==> src/rtl/riscv_muldiv_unit.sv <==
// Iterative RV32M/RV64M multiply/divide unit for the EX stage.
// Multiplies finish after MUL_STAGES cycles; divides use a restoring loop, one quotient bit per cycle.
module riscv_muldiv_unit #(
    parameter int XLEN       = 32,
    parameter int MUL_STAGES = 2,
    parameter int TAG_W      = 5
) (
    input  logic             clk,
    input  logic             reset,
    input  logic             start,
    input  logic [2:0]       func3,
    input  logic [XLEN-1:0]  op_a,
    input  logic [XLEN-1:0]  op_b,
    input  logic [TAG_W-1:0] tag_in,
    input  logic             flush,
    output logic             busy,
    output logic             done,
    output logic [XLEN-1:0]  result,
    output logic [TAG_W-1:0] tag_out
);

    localparam int CNT_W = $clog2(XLEN + MUL_STAGES + 1);
    localparam logic [XLEN-1:0] MOST_NEG = {1'b1, {(XLEN-1){1'b0}}};

    typedef enum logic [2:0] {S_IDLE, S_MUL, S_DIV, S_FIX, S_DONE} state_t;

    state_t            state_q, state_d;
    logic [CNT_W-1:0]  cnt_q, cnt_d;
    logic [1:0]        func3_q, func3_d;
    logic [2*XLEN-1:0] prod_q, prod_d;
    logic [XLEN-1:0]   rem_q, rem_d;
    logic [XLEN-1:0]   quo_q, quo_d;
    logic [XLEN-1:0]   dvsr_q, dvsr_d;
    logic              negq_q, negq_d;
    logic              negr_q, negr_d;
    logic [XLEN-1:0]   result_q, result_d;
    logic [TAG_W-1:0]  tag_q, tag_d;
    logic [TAG_W-1:0]  tagp_q, tagp_d;

    logic              accept;
    logic              a_sgn, b_sgn, div_sgn;
    logic              b_zero, div_ovf;
    logic [2*XLEN-1:0] ext_a, ext_b, prod_full;
    logic [XLEN-1:0]   abs_a, abs_b, special_res;
    logic [XLEN:0]     rem_sh, diff;
    logic [XLEN-1:0]   q_fix, r_fix;

    // low word for MUL (func3=000), high word for all MULH variants
    function automatic logic [XLEN-1:0] mul_sel(input logic [1:0] f, input logic [2*XLEN-1:0] p);
        return (f == 2'b00) ? p[XLEN-1:0] : p[2*XLEN-1:XLEN];
    endfunction

    always_comb begin
        accept    = start && !flush && (state_q == S_IDLE || state_q == S_DONE);
        a_sgn     = (func3 == 3'b001) || (func3 == 3'b010);
        b_sgn     = (func3 == 3'b001);
        ext_a     = {{XLEN{a_sgn & op_a[XLEN-1]}}, op_a};
        ext_b     = {{XLEN{b_sgn & op_b[XLEN-1]}}, op_b};
        prod_full = ext_a * ext_b;

        div_sgn   = !func3[0];
        b_zero    = (op_b == '0);
        div_ovf   = div_sgn && (op_a == MOST_NEG) && (op_b == '1);
        abs_a     = (div_sgn && op_a[XLEN-1]) ? -op_a : op_a;
        abs_b     = (div_sgn && op_b[XLEN-1]) ? -op_b : op_b;
        if (b_zero)
            special_res = func3[1] ? op_a : '1;
        else
            special_res = func3[1] ? '0 : op_a;

        rem_sh = {rem_q, quo_q[XLEN-1]};
        diff   = rem_sh - {1'b0, dvsr_q};
        q_fix  = negq_q ? -quo_q : quo_q;
        r_fix  = negr_q ? -rem_q : rem_q;
    end

    always_comb begin
        state_d  = state_q;
        cnt_d    = cnt_q;
        func3_d  = func3_q;
        prod_d   = prod_q;
        rem_d    = rem_q;
        quo_d    = quo_q;
        dvsr_d   = dvsr_q;
        negq_d   = negq_q;
        negr_d   = negr_q;
        result_d = result_q;
        tag_d    = tag_q;
        tagp_d   = tagp_q;

        case (state_q)
            S_IDLE, S_DONE: begin
                state_d = S_IDLE;
                if (accept) begin
                    func3_d = func3[1:0];
                    tagp_d  = tag_in;
                    if (!func3[2]) begin
                        if (MUL_STAGES == 1) begin
                            result_d = mul_sel(func3[1:0], prod_full);
                            tag_d    = tag_in;
                            state_d  = S_DONE;
                        end else begin
                            prod_d  = prod_full;
                            cnt_d   = CNT_W'(MUL_STAGES - 2);
                            state_d = S_MUL;
                        end
                    end else if (b_zero || div_ovf) begin
                        // divide-by-zero and signed overflow resolve without iterating
                        result_d = special_res;
                        tag_d    = tag_in;
                        state_d  = S_DONE;
                    end else begin
                        rem_d   = '0;
                        quo_d   = abs_a;
                        dvsr_d  = abs_b;
                        negq_d  = div_sgn && (op_a[XLEN-1] ^ op_b[XLEN-1]);
                        negr_d  = div_sgn && op_a[XLEN-1];
                        cnt_d   = CNT_W'(XLEN - 1);
                        state_d = S_DIV;
                    end
                end
            end
            S_MUL: begin
                if (cnt_q == '0) begin
                    result_d = mul_sel(func3_q, prod_q);
                    tag_d    = tagp_q;
                    state_d  = S_DONE;
                end else begin
                    cnt_d = cnt_q - CNT_W'(1);
                end
            end
            S_DIV: begin
                // quo_q doubles as the dividend shifter; quotient bits enter at the LSB
                if (!diff[XLEN]) begin
                    rem_d = diff[XLEN-1:0];
                    quo_d = {quo_q[XLEN-2:0], 1'b1};
                end else begin
                    rem_d = rem_sh[XLEN-1:0];
                    quo_d = {quo_q[XLEN-2:0], 1'b0};
                end
                if (cnt_q == '0)
                    state_d = S_FIX;
                else
                    cnt_d = cnt_q - CNT_W'(1);
            end
            S_FIX: begin
                result_d = func3_q[1] ? r_fix : q_fix;
                tag_d    = tagp_q;
                state_d  = S_DONE;
            end
            default: state_d = S_IDLE;
        endcase

        // an aborted op must not disturb the last delivered result
        if (flush) begin
            state_d  = S_IDLE;
            result_d = result_q;
            tag_d    = tag_q;
        end
    end

    always_ff @(posedge clk or negedge reset) begin
        if (!reset) begin
            state_q  <= S_IDLE;
            cnt_q    <= '0;
            func3_q  <= '0;
            prod_q   <= '0;
            rem_q    <= '0;
            quo_q    <= '0;
            dvsr_q   <= '0;
            negq_q   <= 1'b0;
            negr_q   <= 1'b0;
            result_q <= '0;
            tag_q    <= '0;
            tagp_q   <= '0;
        end else begin
            state_q  <= state_d;
            cnt_q    <= cnt_d;
            func3_q  <= func3_d;
            prod_q   <= prod_d;
            rem_q    <= rem_d;
            quo_q    <= quo_d;
            dvsr_q   <= dvsr_d;
            negq_q   <= negq_d;
            negr_q   <= negr_d;
            result_q <= result_d;
            tag_q    <= tag_d;
            tagp_q   <= tagp_d;
        end
    end

    assign busy    = (state_q == S_MUL) || (state_q == S_DIV) || (state_q == S_FIX);
    assign done    = (state_q == S_DONE);
    assign result  = result_q;
    assign tag_out = tag_q;

endmodule

==> config.mk <==
export PLATFORM = sky130hd
export DESIGN_NAME = riscv_muldiv_unit
export DESIGN_NICKNAME = d
export VERILOG_FILES = /design/src/rtl/riscv_muldiv_unit.sv
export SDC_FILE = /design/constraint.sdc
export NUM_CORES = 2
export LEC_CHECK = 0
export ABC_CLOCK_PERIOD_IN_PS = 3750
export CORE_MARGIN = 2
export CORE_UTILIZATION = 30
export CTS_CLUSTER_DIAMETER = 60
export DETAILED_ROUTE_END_ITERATION = 10
export PLACE_DENSITY_LB_ADDON = 0.25
export SYNTH_ARGS = -nofsm -noshare
export SYNTH_HDL_FRONTEND = slang
export SYNTH_SLANG_ARGS = --single-unit
==> constraint.sdc <==
create_clock -name clk -period 3.75 [get_ports clk]
set_input_delay 0.375 -clock clk [delete_from_list [all_inputs] [get_ports clk]]
set_output_delay 0.375 -clock clk [all_outputs]
set_load 0.02 [all_outputs]
Word level (Yosys, flattened, before mapping)
Cells that the tools add are included.
Widths: inputs -> output; s select.

operators by class
  equality and inequality tests = 17
  bitwise operators = 6
  div/mod/pow operators = 0
  reductions and logical operators = 30
  muxes and demuxes = 41
  shift-type cells = 0
  multipliers = 1
  add/subtract/negate cells = 6
  order comparisons = 0

operators by type and width
  cell                  count
  $mux 32               20
  $neg 32->32           4
  $pmux 32 s2           2
  $pmux 32 s3           1
  $eq 32x32->1 const B  2
  $mul 33x33->64        1
  $sub 33x32->33        1
  $logic_not 32->1      1
  $mux 6                4
  $mux 5                4
  $mux 3                6
  $pmux 5 s3            1
  $ne 2x2->1 const B    6
  $pmux 3 s4            1
  $pmux 6 s2            1
  $reduce_and 4->1      3
  $eq 3x2->1 const B    3
  $ne 3x3->1 const B    3
  $logic_and 1x1->1     7
  $eq 3x1->1 const B    2
  $logic_not 6->1       1
  $reduce_and 6->1      1
  $sub 6x1->6 const B   1
  $logic_or 1x1->1      5
  other kinds (13)      20

word-level totals
  memory bits (read-only) = 0
  bits in latches = 0
  memories = 0
  bits in registers = 215
  bits in writable memories = 0

Logic depth before layout (Yosys ltp)
  depth in word-level cells = 9
  depth in mapped cells = 34
  depth with buffers taken out = 31

Least setup slack after synthesis
No wires, ideal clock.

  path type = in2reg
  start point = input func3[0]
  end point = register prod_q[57]
  path buffers = 2
  arrival = 8.701 ns
  slack = -5.084 ns
  cell stages on the path = 31
  cell sequence = clkbuf_1 > xnor2_1 > nor2_1 > and2_1 > clkbuf_1 > nand2_1 > fa_1 > fa_1 > inv_1 > fa_1 > inv_1 > fa_1 > inv_1 > fa_1 > fa_1 > fa_1 > inv_1 > fa_1 > inv_1 > ha_1 > and3_1 > and4_1 > a221oi_1 > o21ai_0 > a221oi_1 > a31oi_1 > o21ai_0 > a21oi_1 > a21oi_1 > xor2_1 > o21ai_0

between the ends
  cells in the longest elaborated chain, start to end = 4
  elaborated cells on any way between the ends = 6
  those cells by class = 1 x mul; 2 x eq/ne; 2 x bitwise; 1 x reduce/logical

RTL lines
  item                                             RTL line  source
  from (decl)                                      11        input logic [2:0] func3,
  $eq 3x1->1 / $eq 3x2->1 (equally long branches)  55, 56
  $logic_or 1x1->1                                 55        a_sgn = (func3 == 3'b001) || (func3 == 3'b010);
  $and 1x1->1                                      57        ext_a = {{XLEN{a_sgn & op_a[XLEN-1]}}, op_a};
  $mul 33x33->64 *                                 59        prod_full = ext_a * ext_b;
  to (signal assigned)                             180       prod_q <= prod_d;
  to (decl)                                        30        logic [2*XLEN-1:0] prod_q, prod_d;

Mark *: on every way between the ends. The rest lies on a longest branch, timed or not.
A chain may end at the register's enable or synchronous reset.

Worst setup path after layout
  start point = input func3[1]
  end point = register prod_q[61]

The elaborated chain is that of the path after synthesis.

==> results.py <==
metrics = {
    "setup_path": {
        "worstPathArrival_ns": 8.02,
        "cp_slowest_cell": "fa_2",
        "cp-start-kind": "input port",
        "worstPathRequired_ns": 4.19,
        "worstSetupPathType": "input port to register",
        "worstSetupEndpointType": "register",
        "cp_max_fo": 5,
        "critPathMostFrequentCell": "fa_1",
        "critPathMaxStageDelay_ns": 0.68,
    },
    "floorplan": {
        "start_util": 0.3011,
        "dieArea_mm2": 0.1774,
        "die_w_um": 421.2,
        "rows": 153,
        "core_area_mm2": 0.1734,
        "die_height_um": 421.2,
        "io_pins": 115,
    },
    "min_path": {
        "hold_path_class": "input port to register",
    },
    "grt": {
        "antenna_found_initial": 16,
        "grt_pass1_vias": 45260,
        "grt_use_met3": 0.02074,
        "use_met1": 0.2990,
        "grt_start_max_net_pins": 98,
        "top_usage_layer": "met2",
        "grt_pass1_wl_mm": 289.2,
        "gr-usage-met2": 0.3492,
        "grt-ovfl-total": 0,
        "gr-usage-all-layers": 0.2135,
    },
    "drt": {
        "drc": 0,
        "drt_iter0_markers": 2720,
        "routed-via-count": 42520,
        "first_pass_iters": 8,
        "post_drt_wl_per_cell_um": 21.15,
        "viasPerCell": 4.767,
        "drtAntennaViolNets": 0,
        "wirelength_mm": 188.6,
    },
    "clock_network": {
        "cts_tree": "yes",
        "cts_sinks": 215,
        "clk_pin_slew_ns": 0.06,
        "ctsRootBufferMaster": "clkbuf_16",
        "clock_path_buffers": 3,
        "htreeDepth": 1,
        "cts_inserted_buffers": 27,
        "clock_latency_ns": 0.57,
    },
    "timing": {
        "slew_headroom": 0.2703,
        "tightest_slew_ns": 1.067,
        "fmax_ghz": 0.1320,
        "holdWs_ns": 0.2596,
        "layout_worst_path_cycle_share": 2.020,
        "timing.final.ws_setup_ns": -3.825,
        "setup-tns-final_ns": -164.30,
        "period_minus_slack_ns": 7.575,
        "fin_skew_ns": 0.02015,
        "maxSlewViolCount": 0,
        "setup_viol": 89,
        "finalHoldViolations": 0,
        "rsz0062_at_grt": "yes",
    },
    "synth": {
        "synth_area_mm2": 0.05223,
        "syn_nets": 7422,
        "netlist_top_cells_area": "fa_1 43%, dfrtp_1 10%, inv_1 8.8%",
        "synth-edff-count": 0,
        "yosys_warnings": 0,
        "syn-instance-count": 5968,
        "ys_ff_latch": 215,
        "asyncSetResetFlopFracSynth": 1.000,
        "syn_area_per_cell_um2": 8.751,
        "yosysTopAreaCell": "fa_1",
        "ys_seq_area_frac": 0.1030,
        "synth_top_area_share": 0.4316,
        "netlist-cell-type-count": 76,
        "ys.flop_type": "dfrtp_1",
    },
    "cells_and_area": {
        "multi_input_area_mm2": 0.04309,
        "fin_nets": 8022,
        "fin_area_mm2": 0.06591,
        "fillers": 17680,
        "drive_gt1_frac": 0.2106,
        "area_growth_pct": 26.21,
        "seq_area_mm2": 0.005383,
    },
    "placed_design": {
        "io_buffers": 114,
        "placed_area_mm2": 0.06190,
        "dp_hpwl_mm": 158.0,
        "routabilityCongestion": 0.9341,
    },
    "run_status": {
        "violations": "setup timing",
        "outcome": "finished with violations",
    },
    "run": {
        "max_cap_viol_count": 0,
    },
}
-- routing by layer --
layer / part of all wire / wire length (µm) / vias up
met2: 0.47 / 88650 / 1058
li1: - / - / 19200
met4: 0.038 / 7099 / 2
met5: 0.000058 / 11 / -
met3: 0.045 / 8511 / 222
met1: 0.45 / 84360 / 22040
-- layout by cell type, fill, tap and decap left out, types with 49 or more instances in the layout --
cell	instances
a21oi_1	115
and2_1	263
buf_12	101
buf_4	649
buf_6	104
dfrtp_1	213
fa_1	1078
ha_1	194
ha_4	57
inv_1	1178
mux2i_1	49
nand2_1	998
nor2_1	173
o211ai_1	65
o21ai_0	176
o21ai_1	77
xnor2_1	100
xor2_1	86
-- layout make-up --
cell class	count	area share
Multi-Input combinational cell	4149	0.6537
Timing Repair Buffer	944	0.1370
Sequential cell	215	0.08166
Inverter	1231	0.07031
Tap cell	2325	0.04413
Clock buffer	38	0.01194
Clock inverter	9	0.0008922
Antenna cell	9	0.0003417
-- stage by stage --
step / utilization / cells / worst slack (ns)
6_report: 0.3800 / 8920 / -3.825
5_1_grt: 0.3800 / 8920 / -4.037
4_1_cts: 0.3742 / 8879 / -3.797
3_5_place_dp: 0.3569 / 8757 / -4.949
3_3_place_gp: 0.3569 / 8757 / -4.974
2_1_floorplan: - / 5968 / -4.292
-- registers in the layout, indices dropped and copies added (netlist names) --
| name | cells |
|---|---|
| rem_q | 32 |
| quo_q | 32 |
| negq_q | 1 |
| tagp_q | 5 |
| negr_q | 1 |
| func3_q | 2 |
| state_q | 3 |
| prod_q | 64 |
| result | 32 |
| cnt_q | 6 |
| dvsr_q | 32 |
| tag_out | 5 |
-- cells in the mapped netlist (13+ instances only) --
library cell  instances
mux2i_1              49
o21bai_1             16
or2_2                14
clkbuf_1            266
o31ai_1              27
xnor2_1             123
a31oi_1              45
nand4_1              23
dfrtp_1             215
buf_1                89
nor3_1               24
or3_1                22
xor2_1               97
inv_1              1231
and2_1              293
o211ai_1             65
ha_1                252
o41ai_1              16
a21oi_1             162
a211oi_1             13
o21ai_0             266
nor2b_1              25
fa_1               1126
and3_1               27
nand2_1            1025
a21o_1               39
nand3_1              48
nor2_1              189
mux2_2               20
nand2b_1             23
-- path summary, 6_finish.rpt --
path                                   end  slack (ns)        from  cells past startpoint
worst max-delay path            prod_q[61]       -3.83    func3[1]                     32
worst min-delay path            func3_q[1]        0.26    func3[1]                      3
worst max register to register    rem_q[6]       -0.16   quo_q[31]                     18
worst min register to register  dvsr_q[27]        0.48  dvsr_q[27]                      2
max in group asynchronous       prod_q[43]        2.37       reset                      3
min in group asynchronous        prod_q[8]        0.52       reset                      2
-- cells by family after synthesis --
logic type / after synthesis / synth area share
flops: 215 / 0.1030
xor+xnor: 221 / 0.03742
mux: 69 / 0.01370
simple gates: 1758 / 0.1527
compound gates: 721 / 0.08452
buf+inv: 1605 / 0.1165
fa+ha+maj: 1379 / 0.4922
-- worst max-delay path, delay by kind of cell --
family	cells	cell delay, ns
buffers and inverters	8	0.82
adder cells (fa/ha/maj)	9	4.35
XOR/XNOR	2	0.31
AO/OA/AOI/OAI	7	1.33
AND/OR/NAND/NOR	6	0.82
-- repair_timing --
| action | CTS | global route |
|---|---|---|
| hold buffers | 1 | 0 |
| gates cloned | 4 | 1 |
| hold endpoints to repair | 93 | 0 |
| setup endpoints to repair | 129 | 94 |
| pin swaps | 224 | 195 |
| resized for setup | 381 | 188 |
| buffers inserted | 79 | 38 |
Power is left out: the tool's default activity adds up to more than one toggle a clock period on the data nets, which glitch-free logic cannot reach.
